File: config.mk
export PLATFORM = sky130hd
export DESIGN_NAME = moving_average_filter
export DESIGN_NICKNAME = d
export VERILOG_FILES = /design/src/rtl/audio_pkg.sv /design/src/rtl/maf_channel.sv /design/src/rtl/moving_average_filter.sv
export SDC_FILE = /design/constraint.sdc
export NUM_CORES = 1
export LEC_CHECK = 0
export ABC_AREA = 1
export BUFFER_PORTS_ARGS = -buffer_cell sky130_fd_sc_hd__buf_2
export CAP_MARGIN = 20
export CORE_MARGIN = 2
export CORE_UTILIZATION = 40
export DETAILED_ROUTE_END_ITERATION = 12
export GPL_TIMING_DRIVEN = 1
export PLACE_DENSITY_LB_ADDON = 0.3
export SYNTH_ARGS = -nofsm -noshare
export SYNTH_HDL_FRONTEND = slang
export SYNTH_SLANG_ARGS = --single-unit
File: constraint.sdc
create_clock -name clk -period 3.85 [get_ports clk]
set_input_delay 1.155 -clock clk [delete_from_list [all_inputs] [get_ports clk]]
set_output_delay 1.155 -clock clk [all_outputs]
set_load 0.03 [all_outputs]
File: src/rtl/audio_pkg.sv
// audio_pkg: shared audio types for the CODEC filter path.
//   SAMPLE_W       default audio sample width (two's complement)
//   sample_t       signed audio sample
//   filter_state_t read / calculate / write sequencing states
package audio_pkg;

   localparam int SAMPLE_W = 24;

   typedef logic signed [SAMPLE_W-1:0] sample_t;

   typedef enum logic [1:0] {
      S_READ,
      S_CALC,
      S_WRITE
   } filter_state_t;

endpackage

File: src/rtl/maf_channel.sv
// maf_channel: one channel of an N-point moving average, N = 2**LOG2N.
// Every input sample is pre-divided by N. The window holds the last N divided
// samples, and a running sum is kept so that each update costs one add and one
// subtract.
//   clk        system clock
//   reset      synchronous, active-high; clears window, sum and pointer
//   en         one-cycle strobe: absorb sample_in into the window
//   sample_in  signed input sample
//   avg_out    registered running average
module maf_channel #(
   parameter int SAMPLE_W = 24,
   parameter int LOG2N    = 4
) (
   input  logic                       clk,
   input  logic                       reset,
   input  logic                       en,
   input  logic signed [SAMPLE_W-1:0] sample_in,
   output logic signed [SAMPLE_W-1:0] avg_out
);

   localparam int N = 2 ** LOG2N;

   logic signed [SAMPLE_W-1:0] win_buf [N];
   logic signed [SAMPLE_W-1:0] acc;
   logic signed [SAMPLE_W-1:0] d;
   logic        [LOG2N-1:0]    ptr;

   // Arithmetic shift rounds toward -inf, so the sum of N terms stays inside
   // SAMPLE_W bits and no saturation is required.
   assign d = sample_in >>> LOG2N;

   // The pointer is exactly LOG2N bits wide, so it wraps N-1 -> 0 on its own.
   always_ff @(posedge clk) begin
      if (reset) begin
         acc <= '0;
         ptr <= '0;
         for (int i = 0; i < N; i++) begin
            win_buf[i] <= '0;
         end
      end else if (en) begin
         acc          <= acc + d - win_buf[ptr];
         win_buf[ptr] <= d;
         ptr          <= ptr + 1'b1;
      end
   end

   assign avg_out = acc;

endmodule

File: src/rtl/moving_average_filter.sv
// moving_average_filter: stereo N-point moving-average stage between the CODEC
// read port (mic-in) and write port (line-out). Each accepted sample yields
// exactly one filtered sample.
//   clk              system clock
//   reset            synchronous, active-high
//   read_ready       CODEC has a new mic-in sample
//   write_ready      CODEC can accept a line-out sample
//   readdata_left    mic-in sample, left
//   readdata_right   mic-in sample, right
//   read             sample consumed this cycle
//   write            writedata_* presented to CODEC this cycle
//   writedata_left   filtered sample, left
//   writedata_right  filtered sample, right
//
// state   | meaning
// S_READ  | waiting for read_ready; read follows read_ready
// S_CALC  | one cycle: both channels absorb the captured sample
// S_WRITE | averages presented; write follows write_ready
module moving_average_filter #(
   parameter int SAMPLE_W = 24,
   parameter int LOG2N    = 4
) (
   input  logic                       clk,
   input  logic                       reset,
   input  logic                       read_ready,
   input  logic                       write_ready,
   input  logic signed [SAMPLE_W-1:0] readdata_left,
   input  logic signed [SAMPLE_W-1:0] readdata_right,
   output logic                       read,
   output logic                       write,
   output logic signed [SAMPLE_W-1:0] writedata_left,
   output logic signed [SAMPLE_W-1:0] writedata_right
);

   import audio_pkg::*;

   filter_state_t state;
   filter_state_t state_nxt;

   logic signed [SAMPLE_W-1:0] cap_left;
   logic signed [SAMPLE_W-1:0] cap_right;
   logic                       calc_en;

   always_ff @(posedge clk) begin
      if (reset) begin
         state     <= S_READ;
         cap_left  <= '0;
         cap_right <= '0;
      end else begin
         state <= state_nxt;
         if (state == S_READ && read_ready) begin
            cap_left  <= readdata_left;
            cap_right <= readdata_right;
         end
      end
   end

   // Handshakes are gated by reset so nothing is consumed or emitted while the
   // synchronous reset is pending.
   always_comb begin
      state_nxt = state;
      read      = 1'b0;
      write     = 1'b0;
      case (state)
         S_READ: begin
            read = read_ready && !reset;
            if (read_ready) state_nxt = S_CALC;
         end
         S_CALC: begin
            state_nxt = S_WRITE;
         end
         S_WRITE: begin
            write = write_ready && !reset;
            if (write_ready) state_nxt = S_READ;
         end
         default: begin
            state_nxt = S_READ;
         end
      endcase
   end

   assign calc_en = (state == S_CALC);

   // The channel accumulators are the output registers: they only change on the
   // S_CALC -> S_WRITE edge, so writedata_* holds through S_READ and S_CALC.
   maf_channel #(
      .SAMPLE_W (SAMPLE_W),
      .LOG2N    (LOG2N)
   ) u_left (
      .clk       (clk),
      .reset     (reset),
      .en        (calc_en),
      .sample_in (cap_left),
      .avg_out   (writedata_left)
   );

   maf_channel #(
      .SAMPLE_W (SAMPLE_W),
      .LOG2N    (LOG2N)
   ) u_right (
      .clk       (clk),
      .reset     (reset),
      .en        (calc_en),
      .sample_in (cap_right),
      .avg_out   (writedata_right)
   );

endmodule

# Word-level counts from Yosys, hierarchy flattened
# Memory sizes are Yosys's and may differ from the RTL's. A register that Yosys moved wholly into a read port is not among the register bits.
# Index checks and enable logic that the tools add are counted.
# totals
reg_bits	106
mem_count	2
ram_bits	768
inputBits	52
word_cells	47
# op_classes
n_eq_ne	4
mux	20
n_reduce_logical	8
add_sub_neg	6
# mem_list
name	words	word_bits	read_ports	rd_clocked_by_memory_dff	write_ports	line	source
u_left.win_buf	16	24	1	1	16	maf_channel.sv:23	logic signed [SAMPLE_W-1:0] win_buf [N];
u_right.win_buf	16	24	1	1	16	maf_channel.sv:23	
# ops
operator	count
$add 24x20->24	2
$mux 24	2
$reduce_or 24->1	2
$sub 24x24->24	2
$mux 4	6
$mux 1	9
$add 4x1->4 const B	2
$pmux 2 s3	1
$mux 2	2
$ne 2x2->1 const B	2
$logic_and 1x1->1	3
$eq 2x1->1 const B	1
$eq 2x2->1 const B	1
$logic_not 2->1	1
$reduce_and 2->1	1
$logic_not 1->1	1

# Depth between registers and ports, before layout
# logic_depth
depth_word	6
depth_mapped	24

# Hierarchy
# A second synthesis with hierarchy kept.
# unflattened
hier_cells	4051
area_unflattened_um2	38141.6
# by_module_without_submodules
mod	cells_per_inst	seq_area_each_um2	n_inst	area_per_inst_um2
maf_channel	1861	10249.8	2	17958.5
moving_average_filter	329	1001.0	1	2224.6

# Worst setup path before layout
# Ideal clock, no wire load.
# synth_path
path_type	input port to output port
startpoint	in reset
endpoint	out read
t_required_ps	2695
arrival_time_ps	1961
setup_slack_ps	734
path_stages	3
path_cell_list	buf_2 > clkbuf_1 > nor2_1
# synth_via
elab_chain_cells	3
# synth_lines
item	line	source
from (decl)	moving_average_filter.sv:24	input logic reset,
$logic_not 1->1	moving_average_filter.sv:66	read = read_ready && !reset;
$logic_and 1x1->1	moving_average_filter.sv:66	
$mux 1	moving_average_filter.sv:64	case (state)
to (decl)	moving_average_filter.sv:29	output logic read,
# No other way between the ends.

==> run summary <==
Final Slew Violations - 0
FILL cells - 8550
CTS Buffer Depth - 3
worst hold margin - 0.4902 ns
Die X - 308.8 um
post-synthesis cell area - 37160 um2
Seq pwr share - 42.7%
maxcap violations - 0
worst-path cell chain - buf_12 -> mux2i_1 -> o21ai_0 -> o211ai_1 -> nand2_1 -> fa_1 -> inv_1 -> ha_1 -> nand2_1 -> nor2_2 -> nand3_1 -> nand3_1 -> nand2_1 -> nand3_1 -> nand3_1 -> nand2_1 -> inv_1
fmax - 272.3 MHz
Synth Instances - 3850
most common cell after layout, fill and taps aside - nor2_1
Final setup viols - 0
iteration count of the initial detailed-routing pass - 7
power share of the clock group - 36.9%
Yosys cell types - 31
PD cells - 507.3 nW/um2
flop-to-flop setup slack - 0.18 ns
P_leak - 16.90 nW
WL final - 108700 um
crit path max fanout - 33
CP Data Required Time - 4.38 ns
CP max-delay cell - fa_1
global-route wire length before repair - 160500 um
# port buffers - 93
syn nets - 4006
Switching Fraction - 29.61%
routed length per instance - 20.55 um
dpl hpwl - 73240 um
Residual DRC - 0
Avg Inst Size Synth - 9.652 um2
Primary FF master, synth - edfxtp_1
root buffer cell - clkbuf_16
Reg area - 21360 um2
delay-heaviest family, CP - simple AND/OR/NAND/NOR gates
starting DRC count in detailed routing - 2930
YS warnings - 0
status - finished, final reports clean
hold endpoint - u_right.avg_out[0]
hold path start - u_right.avg_out[0]
Core Box Area - 91800 um2
initial antenna violation count - 2
io pins - 102
Worst Tran Pin Value - 1.022 ns
cts-stage hold buffer count - 0
Initial Utilization - 40.48%
post-layout min period - 3.672 ns
utilization after layout - 46.50%
Final Hold Viols - 0
die height - 308.8 um
largest net degree at the start of global routing - 83
Final Wtd Congestion - 0.8983
RSZ-0062 raised after global routing - true
Comb pwr share - 20.4%
WP buf/inv - 3
layout cells sized above 1 - 11.15%
later-pin clock latency in the skew report - 0.64 ns
Antenna diodes - 0
delay of the slowest critical-path stage - 0.52 ns
row count - 111
most frequent cells in the layout - nor2_1 (732), edfxtp_1 (640), inv_1 (502)
crit path capture type - register
post-layout net count - 4135
P_sw - 6.414 mW
Seq/Total Area, Yosys - 57.43%
CTS tree - built
relative slew slack - 31.12%
Layout area overhead - 14.88%
Post-synth EDFFs - 640
area of the multi-input gates - 12580 um2
worst r2r path cells - 17
Clock Sinks - 746
WHS Path Cells - 2
TritonCTS buffer count - 83
Max rail drop VDD - 0.3657 mV
total track usage - 22.50%
clk slew on worst S/H paths - 0.06 ns
Final Skew - 0.02990 ns
H-tree Lvls - 3
Worst R2R End - u_left.avg_out[18]
Detail Route Antenna Nets - 0
grt ovf - 0
#FFs+latches synth - 746
Int Pwr - 15.24 mW
vias - 27580
Synth async-reset ratio - 0%
CP startpoint kind - register
Worst EP arrival - 4.20 ns
final worst path period share - 95.38%
critical path class - register to register
vias in the first global route - 26010
via/cell ratio - 5.215
die area - 95350 um2
Worst Hold Class - register to register
-- kinds of logic after synthesis --
logic type | Yosys count | synth area share (%)
muxes | 160 | 4.310
DFF | 746 | 57.43
and+or+nand+nor | 1308 | 13.88
buffers and inverters | 800 | 8.808
AOI/OAI and AO/OA | 713 | 10.70
xor gates and xnor gates | 19 | 0.4478
adders and majority gates | 104 | 4.431
-- synthesized netlist by cell type (40+ instances only) --
| master | instances | share of area [%] |
|---|---|---|
| buf_2 | 77 | 1.0 |
| inv_1 | 503 | 5.1 |
| dfxtp_1 | 106 | 5.7 |
| o211ai_1 | 160 | 3.2 |
| edfxtp_1 | 640 | 52 |
| clkbuf_1 | 129 | 1.3 |
| ha_1 | 58 | 2.0 |
| o21ai_0 | 264 | 3.6 |
| mux2i_1 | 160 | 4.3 |
| a21oi_1 | 275 | 3.7 |
| nand3_1 | 132 | 1.8 |
| fa_1 | 46 | 2.5 |
| clkinv_1 | 40 | 0.40 |
| nand2_1 | 413 | 4.2 |
| nor2_1 | 735 | 7.4 |
-- stage by stage --
stage / TNS, ns / setup slack (ns) / std cells / power, mW / cell area (um2)
after floorplan: 0 / 0.7339 / 3850 / 12.28 / 37160
after global placement: 0 / 0.1464 / 5126 / 13.70 / 39740
after detailed placement: 0 / 0.1367 / 5126 / 13.75 / 39740
after CTS: 0 / 0.1502 / 5278 / 21.69 / 42490
after global routing: -0.06938 / -0.05090 / 5289 / 22.62 / 42690
final: 0 / 0.1780 / 5289 / 21.66 / 42690
-- flip-flops by register name, summed over array words and instances, names as in the netlist, named ones only --
| register | flops |
|---|---|
| cap_left | 20 |
| u_right.ptr | 4 |
| u_right.win_buf | 320 |
| cap_right | 20 |
| u_left.ptr | 4 |
| state | 2 |
| u_right.avg_out | 24 |
| u_left.win_buf | 320 |
| u_left.avg_out | 24 |
-- power by group through the flow --
stage / Combinational, mW / Clock [mW] / Sequential [mW]
after floorplan: 2.84 / 0 / 9.44
after global placement: 4.30 / 0 / 9.40
after detailed placement: 4.34 / 0 / 9.41
after CTS: 4.36 / 8.09 / 9.24
after global routing: 4.95 / 8.40 / 9.27
final: 4.43 / 7.99 / 9.24
-- worst min-delay path: stages, from the launching register on --
cell and delay [ns]:
dfxtp_1 0.31, inv_1 0.08, a21oi_1 0.06
-- routing by layer --
metal / part of all wire [%] / track usage (%) / wire, um
met1: 42 / 30.54 / 45430
met2: 48 / 37.58 / 52150
met3: 7.1 / 2.686 / 7684
met4: 3.1 / 7.317 / 3397
met5: 0 / 0 / 0
-- final cells by class --
type,count,area share [%]
Clock inverter,43,1.128
Tap cell,1243,3.643
Timing Repair Buffer,296,5.601
Sequential cell,746,50.02
Multi-Input combinational cell,2304,29.47
Clock buffer,109,5.311
Inverter,548,4.821
-- worst max path at each step --
stage	depth (start not counted)	to	startpoint	slack, ns
final	17	u_left.avg_out[18]	register	0.18
after global routing	17	u_left.avg_out[19]	register	-0.05
after CTS	18	u_right.avg_out[17]	register	0.15
after detailed placement	18	u_right.avg_out[17]	register	0.14
after global placement	18	u_right.avg_out[17]	register	0.15
after floorplan	3	read	reset	0.73
-- repair_timing --
action                     4_1_cts  5_1_grt
setup endpoints to repair        0       25
hold endpoints to repair         0        0
buffers inserted                 0        7
resized for setup                0       14
Note: power is estimated with default switching activity, not from simulation.
